## src/rtl/encoder8x3_arbiter.sv

```systemverilog
`default_nettype none
// ============================================================================
// Module      : encoder8x3_arbiter
// Description : Collects 8 request lines into a pending register and grants the
//               highest-priority eligible index over a valid/ready port.
// Revision    : 1.0 - initial release
// ============================================================================
module encoder8x3_arbiter #(
    parameter bit HIGH_FIRST = 1'b1
) (
    input  logic       clk,
    input  logic       reset,
    input  logic [7:0] req,
    input  logic [7:0] mask,
    input  logic       out_ready,
    input  logic       ovf_clr,
    output logic       out_valid,
    output logic [2:0] out_code,
    output logic [7:0] pending,
    output logic [7:0] overflow
);

    typedef enum logic [0:0] {
        ST_IDLE = 1'b0,
        ST_HOLD = 1'b1
    } state_t;

    state_t     state_q,    state_d;
    logic       valid_q,    valid_d;
    logic [2:0] code_q,     code_d;
    logic [7:0] pending_q,  pending_d;
    logic [7:0] overflow_q, overflow_d;

    logic [7:0] w_eligible;
    logic [7:0] w_eligible2;
    logic [7:0] w_code_onehot;
    logic [7:0] w_clr;
    logic [2:0] w_sel;
    logic [2:0] w_sel2;
    logic       w_fire;

    function automatic logic [2:0] prio_sel(input logic [7:0] v);
        logic [2:0] idx;
        idx = 3'd0;
        // Later matches overwrite earlier ones, so the last index visited wins.
        for (int i = 0; i < 8; i++) begin
            if (HIGH_FIRST) begin
                if (v[i]) idx = 3'(i);
            end else begin
                if (v[7-i]) idx = 3'(7 - i);
            end
        end
        return idx;
    endfunction

    always_comb begin
        w_fire        = valid_q & out_ready;
        w_code_onehot = 8'd1 << code_q;
        w_clr         = w_fire ? w_code_onehot : 8'd0;
        w_eligible    = (pending_q | req) & ~mask;
        w_eligible2   = w_eligible & ~w_code_onehot;
        w_sel         = prio_sel(w_eligible);
        w_sel2        = prio_sel(w_eligible2);
    end

    // A request arriving on the same edge its index is retired re-arms the bit.
    always_comb begin
        pending_d  = (pending_q & ~w_clr) | req;
        overflow_d = (overflow_q & ~{8{ovf_clr}}) | (req & pending_q & ~w_clr);
    end

    always_comb begin
        state_d = state_q;
        valid_d = valid_q;
        code_d  = code_q;
        case (state_q)
            ST_IDLE: begin
                if (|w_eligible) begin
                    code_d  = w_sel;
                    valid_d = 1'b1;
                    state_d = ST_HOLD;
                end
            end
            ST_HOLD: begin
                if (w_fire) begin
                    if (|w_eligible2) begin
                        code_d = w_sel2;
                    end else begin
                        valid_d = 1'b0;
                        state_d = ST_IDLE;
                    end
                end
            end
            default: begin
                valid_d = 1'b0;
                state_d = ST_IDLE;
            end
        endcase
    end

    always_ff @(posedge clk) begin
        if (reset) begin
            state_q    <= ST_IDLE;
            valid_q    <= 1'b0;
            code_q     <= 3'd0;
            pending_q  <= 8'd0;
            overflow_q <= 8'd0;
        end else begin
            state_q    <= state_d;
            valid_q    <= valid_d;
            code_q     <= code_d;
            pending_q  <= pending_d;
            overflow_q <= overflow_d;
        end
    end

    assign out_valid = valid_q;
    assign out_code  = code_q;
    assign pending   = pending_q;
    assign overflow  = overflow_q;

endmodule
`default_nettype wire

```

## config.mk

```make
export PLATFORM = sky130hd
export DESIGN_NAME = encoder8x3_arbiter
export DESIGN_NICKNAME = d
export VERILOG_FILES = /design/src/rtl/encoder8x3_arbiter.sv
export SDC_FILE = /design/constraint.sdc
export NUM_CORES = 1
export LEC_CHECK = 0
export CORE_AREA = 2 2 60 62
export DETAILED_ROUTE_END_ITERATION = 10
export DIE_AREA = 0 0 62 64
export PLACE_DENSITY_LB_ADDON = 0.15
export SYNTH_ARGS = -nofsm -noshare
export SYNTH_HDL_FRONTEND = slang
export SYNTH_SLANG_ARGS = --single-unit
```

## constraint.sdc

```tcl
create_clock -name clk -period 1.4 [get_ports clk]
set_input_delay 0.14 -clock clk [delete_from_list [all_inputs] [get_ports clk]]
set_output_delay 0.14 -clock clk [all_outputs]
set_load 0.02 [all_outputs]
```

==> impl_metrics.yaml, run 1 <==
placed_design:
  hpwl_um: 2840
  gp_congestion: 0.933
  port_buffers: 39
  dp.cells: 262
run_status:
  violations: "setup timing"
  status: "complete, but fails checks"
drt:
  drt_iter0_drc: 53
  dr_total_vias: 1407
  drt-wirelength-per-cell_um: 13.6
  final_antenna_net_count: 0
  drt_first_pass_iters: 4
  drc: 0
  via_per_inst: 5.12
  wirelength_um: 3740
sta:
  setup_ws_ps: -232
  finalMaxSlewViolations: 0
  fmax_ghz: 0.613
  rsz0062_at_grt: "yes"
  hold_ws_ps: 407
  clock_skew_ps: 3.32
  fin_crit_ps: 1630
  finalSetupViolations: 5
  tightestPinTransition_ps: 306
  period_share: 1.17
  hold_violations: 0
  slew_headroom: 0.796
floorplanning:
  initial_utilization: 0.387
  ioPinCount: 40
  die_w_um: 62
  die_h_um: 64
  die-area_um2: 3970
  core.rowCount: 21
  coreArea_um2: 3280
clock_tree:
  htree_num_levels: 1
  clockBufferDepth: 2
  numCtsBuffers: 3
  clk-insertion-delay-late_ps: 320
  clk_pin_slew_ps: 120
  cts_tree: "done"
  root_buffer: "clkbuf_4"
  cts_num_sinks: 21
global_routing:
  antenna_found_initial: 0
  grt_overflow: 0
  grt_max_degree: 12
  grt_pass1_wl_um: 5760
  grtUsageMet1: 0.251
  met2_usage: 0.311
  grt_use_total: 0.191
  grt-busiest-layer: "met2"
  met3_usage: 0.0263
  grt_pass1_vias: 1306
worst_hold_path:
  hold_path_depth: 3
  hold_path_end: "pending[1]$_SDFF_PP0_"
  hold_start: "req[1]"
  hold_class: "primary input to register"
cells_and_area:
  nNetsFinal: 250
  drive_above_1_share: 0.376
  num_antenna_cells: 0
  fin_cells: 275
  syn2layout_area_growth_pct: 65.0
worst_setup_path:
  r2r_cells: 6
  cp-start-kind: "register"
  cp_max_fo: 5
  r2r_slack_ps: -230
  r2r-end: "out_code[0]$_SDFFE_PP0P_"
  required_ps: 1640
  rr_startpoint: "out_code[0]$_SDFFE_PP0P_"
  cp_data_arrival_time_ps: 1870
  endpoint_kind: "register"
  criticalPathCategory: "register to register"
synthesis:
  ys_ff_latch: 21
  ys_types: 49
  ys_seq_area_frac: 0.331
  ys_warn_count: 0
  syn_area_um2: 1270
  syn_nets: 169
  syn_inst: 149
  synth_area_per_cell_um2: 8.52
flow_run:
  drv_cap: 0
power:
  irDropWorstVdd_mv: 0.364
  powerDensity_nw_per_um2: 828
  p_total_w: 0.00173
  p_leak_nw: 0.900
## timing repair
action	in CTS	in global routing
endpoints found under the setup margin	32	14
buffers inserted	6	4
hold buffers	0	0
resized for setup	27	17
pin swaps	5	5
## synth_stat cells, drive strengths merged
master / n / area, um^2
a211o: 1 / 8.76
a211oi: 1 / 7.51
a21boi: 1 / 7.51
a21o: 1 / 7.51
a21oi: 22 / 110
a221oi: 3 / 38.8
a22oi: 1 / 7.51
a311o: 1 / 10.0
a31oi: 2 / 27.5
a32oi: 1 / 8.76
and4: 1 / 8.76
buf: 4 / 35.0
clkbuf: 2 / 7.51
dfxtp: 21 / 420
inv: 9 / 38.8
mux2i: 2 / 20.0
nand2: 9 / 33.8
nand2b: 14 / 87.6
nand3: 6 / 30.0
nand3b: 1 / 7.51
nand4: 1 / 6.26
nor2: 6 / 30.0
nor2b: 2 / 15.0
nor3: 2 / 15.0
nor4: 1 / 12.5
o2111ai: 1 / 8.76
o211a: 1 / 10.0
o211ai: 2 / 20.0
o21ai: 8 / 40.0
o21ba: 5 / 50.1
o21bai: 5 / 52.6
o221ai: 1 / 15.0
o22ai: 1 / 6.26
o31a: 1 / 8.76
or2: 9 / 56.3
## per-layer routing
metal | vias to the layer above | share of wire
met5 | - | 0
met4 | 0 | 0.020
met3 | 7 | 0.049
met2 | 49 | 0.50
met1 | 656 | 0.43
li1 | 695 | -
## placed cells by master, fill, tap and decap left out, types with 3 or more instances in the layout
cell type         n
o21ba_2           4
nand3_1           5
clkbuf_4          3
dfxtp_4           3
o21ai_1           5
nor2_1            3
clkdlybuf4s50_1  19
nand2_1           8
buf_6             3
dfxtp_1          16
a21oi_1          21
inv_1             8
buf_4            40
or2_2             7
dlygate4sd2_1    19
nand2b_1         14
## report_power, final
part	switching [W]	internal [W]
registers	0.0000593	0.000648
logic	0.000338	0.000382
clock network	0.000195	0.000112
total	0.000592	0.00114
## layout make-up
class	count	area [um^2]
Multi-Input combinational cell	113	838
Timing Repair Buffer	82	701
Sequential cell	21	434
Tap cell	46	57.6
Clock buffer	4	26.3
Inverter	9	38.8
Fill cell	300	1190
## worst max-delay path, cell delays in order (launching register included)
cell      delay [ps]
dfxtp_4          390
buf_6            140
nor3_2           110
o21ai_1          100
a211o_1          350
o211a_1          250
a221oi_2         220
## how the worst max path moves through the flow
stage / end / startpoint / cells past startpoint
detailed placement: out_code[1]$_SDFFE_PP0P_ / req[6] / 6
global route: out_code[1]$_SDFFE_PP0P_ / pending[6]$_SDFF_PP0_ / 5
floorplan: out_code[0]$_SDFFE_PP0P_ / pending[7]$_SDFF_PP0_ / 5
CTS: out_code[2]$_SDFFE_PP0P_ / out_code[0]$_SDFFE_PP0P_ / 6
global placement: out_code[0]$_SDFFE_PP0P_ / req[7] / 6
finish: out_code[0]$_SDFFE_PP0P_ / out_code[0]$_SDFFE_PP0P_ / 6
## cell families (layout without fill, tap and decap cells)
family,Yosys count,count (layout),synth area share
compound gates,59,59,0.351
buf+inv,15,95,0.0640
flops,21,21,0.331
mux,2,2,0.0158
simple gates,52,52,0.238
## registers in the layout, indices dropped and copies added, names as in the netlist
register	flops
overflow	8
pending	8
out_code	3
out_valid	1
state_q	1
## through the flow
stage                      util  instance area [um^2]  worst slack [ps]  TNS (ps)
after floorplan               -                  1300              -146      -408
after global placement    0.596                  1960              -469     -2860
after detailed placement  0.596                  1960              -516     -3320
after CTS                 0.613                  2010              -205      -839
after global routing      0.638                  2100              -308     -1220
final                     0.638                  2100              -232      -894
(Power assumes the default switching activity.)
==> run 2: changes to the inputs <==
--- a/config.mk
+++ b/config.mk
@@ -9,6 +9,7 @@
 export DETAILED_ROUTE_END_ITERATION = 10
 export DIE_AREA = 0 0 62 64
 export PLACE_DENSITY_LB_ADDON = 0.15
+export RECOVER_POWER = 25
 export SYNTH_ARGS = -nofsm -noshare
 export SYNTH_HDL_FRONTEND = slang
 export SYNTH_SLANG_ARGS = --single-unit
==> run 2 against run 1 <==
Net effect:
- sequential share of layout area barely moved
- register-to-register slack barely moved
- combinational power barely moved
- the flow still finishes with violations (setup timing)
- final cell count did not move
- largest cell class unchanged
==> impl_metrics.yaml, run 2 (synthesis results as in run 1) <==
run_status:
  status: "complete, but fails checks"
  violations: "setup timing"
cells_and_area:
  drive_above_1_share: 0.371
  nNetsFinal: 250
  fin_cells: 275
  syn2layout_area_growth_pct: 64.6
  num_antenna_cells: 0
  layout_commonest_cell: "buf_4"
  n_fill_cell: 301
  layout_common_cells: "40 x buf_4, 21 x a21oi_1, 19 x clkdlybuf4s50_1, 19 x dlygate4sd2_1, 16 x dfxtp_1"
drt:
  drt_iter0_drc: 53
  dr_total_vias: 1394
  drt-wirelength-per-cell_um: 13.5
  drc: 0
  via_per_inst: 5.07
  wirelength_um: 3730
  drt_first_pass_iters: 4
  final_antenna_net_count: 0
sta:
  setup_ws_ps: -234
  rsz0062_at_grt: "yes"
  slew_headroom: 0.792
  finalMaxSlewViolations: 0
  period_share: 1.17
  fmax_ghz: 0.612
  tightestPinTransition_ps: 311
  hold_violations: 0
  fin_crit_ps: 1630
  clock_skew_ps: 4.27
  finalSetupViolations: 5
placed_design:
  gp_congestion: 0.933
  hpwl_um: 2840
  post-place-ws_ps: -516
  port_buffers: 39
  dp.cells: 262
floorplanning:
  ioPinCount: 40
  die_w_um: 62
  core.rowCount: 21
  initial_utilization: 0.387
  coreArea_um2: 3280
  die_h_um: 64
  die-area_um2: 3970
global_routing:
  grt_max_degree: 12
  grt_pass1_wl_um: 5760
  grt_use_total: 0.191
  grt_pass1_vias: 1306
  grt_overflow: 0
  antenna_found_initial: 0
clock_tree:
  clk-insertion-delay-late_ps: 320
  clk_pin_slew_ps: 120
  clockBufferDepth: 2
  htree_num_levels: 1
  hold_buffers: 0
  cts_tree: "done"
  root_buffer: "clkbuf_4"
  cts_num_sinks: 21
  numCtsBuffers: 3
worst_hold_path:
  hold_class: "primary input to register"
  hold_path_depth: 3
power:
  p_leak_nw: 0.899
  switching_share: 0.341
  powerDensity_nw_per_um2: 829
  p_total_w: 0.00173
  switchingPower_w: 0.000590
  irDropWorstVdd_mv: 0.364
  pwr-share-seq: 0.408
  comb_power_share: 0.415
  cell_internal_pwr_w: 0.00114
  p_clk_frac: 0.177
worst_setup_path:
  cp_max_fo: 5
  criticalPathCategory: "register to register"
  cpPeakStageDelay_ps: 390
  cp_data_arrival_time_ps: 1870
  cp_slowest_cell: "dfxtp_4"
  path_cells: "buf_6 > nor3_2 > o21ai_1 > a211o_1 > o211a_1 > a221oi_2"
  endpoint_kind: "register"
  required_ps: 1630
  cp-start-kind: "register"
  r2r_cells: 6
flow_run:
  drv_cap: 0
## run 2: cell types whose count changed in the layout (fill, tap and decap cells not counted)
| cell | before | now |
|---|---|---|
| nand3_2 | 1 | 0 |
| nand3_1 | 5 | 6 |
## run 2: layout make-up
class                   instances  area [um^2]  share of cell area
well taps                      46         57.6              0.0275
multi-input cells             113          833               0.399
flip-flops and latches         21          434               0.208
inverters                       9         38.8              0.0186
clock buffers                   4         26.3              0.0126
repair buffers                 82          701               0.335
## run 2: final timing paths
path | from | to | slack (ps)
worst min-delay path | req[1] | pending[1]$_SDFF_PP0_ | 410
worst max register to register | out_code[0]$_SDFFE_PP0P_ | out_code[0]$_SDFFE_PP0P_ | -230
worst max-delay path | out_code[0]$_SDFFE_PP0P_ | out_code[0]$_SDFFE_PP0P_ | -230
worst min register to register | overflow[1]$_SDFF_PP0_ | overflow[1]$_SDFF_PP0_ | 480
## run 2: layer usage
metal | GRT usage | wire length [um] | part of all wire
met1 | 0.251 | 1620 | 0.44
met2 | 0.311 | 1870 | 0.50
met3 | 0.0263 | 160 | 0.043
met4 | 0.0691 | 72 | 0.019
met5 | 0 | 0 | 0
## run 2: what timing repair did
| action | 4_1_cts | 5_1_grt |
|---|---|---|
| pin swaps | 5 | 5 |
| endpoints found under the setup margin | 32 | 14 |
| resized for setup | 27 | 17 |
| buffers inserted | 6 | 4 |
## run 2: worst max-delay path, delay by kind of cell (launching register included)
family | cells | cell delay, ps
AO/OA/AOI/OAI | 4 | 920
flip-flops | 1 | 390
buffers and inverters | 1 | 140
AND/OR/NAND/NOR | 1 | 110
## run 2: metrics by stage
step / hold WS [ps] / util / area, um^2 / setup TNS, ps
2_1_floorplan: 237 / - / 1300 / -408
3_3_place_gp: 459 / 0.596 / 1960 / -2860
3_5_place_dp: 460 / 0.596 / 1960 / -3320
4_1_cts: 408 / 0.613 / 2010 / -839
5_1_grt: 412 / 0.637 / 2090 / -1310
6_report: 406 / 0.637 / 2090 / -894
## run 2: power groups by stage
stage	sequential, W	clock, W	combinational [W]
3_5_place_dp	0.000736	0	0.000634
3_3_place_gp	0.000732	0	0.000625
5_1_grt	0.000715	0.000343	0.000769
6_report	0.000707	0.000307	0.000719
4_1_cts	0.000707	0.000318	0.000658
2_1_floorplan	0.000754	0	0.000312
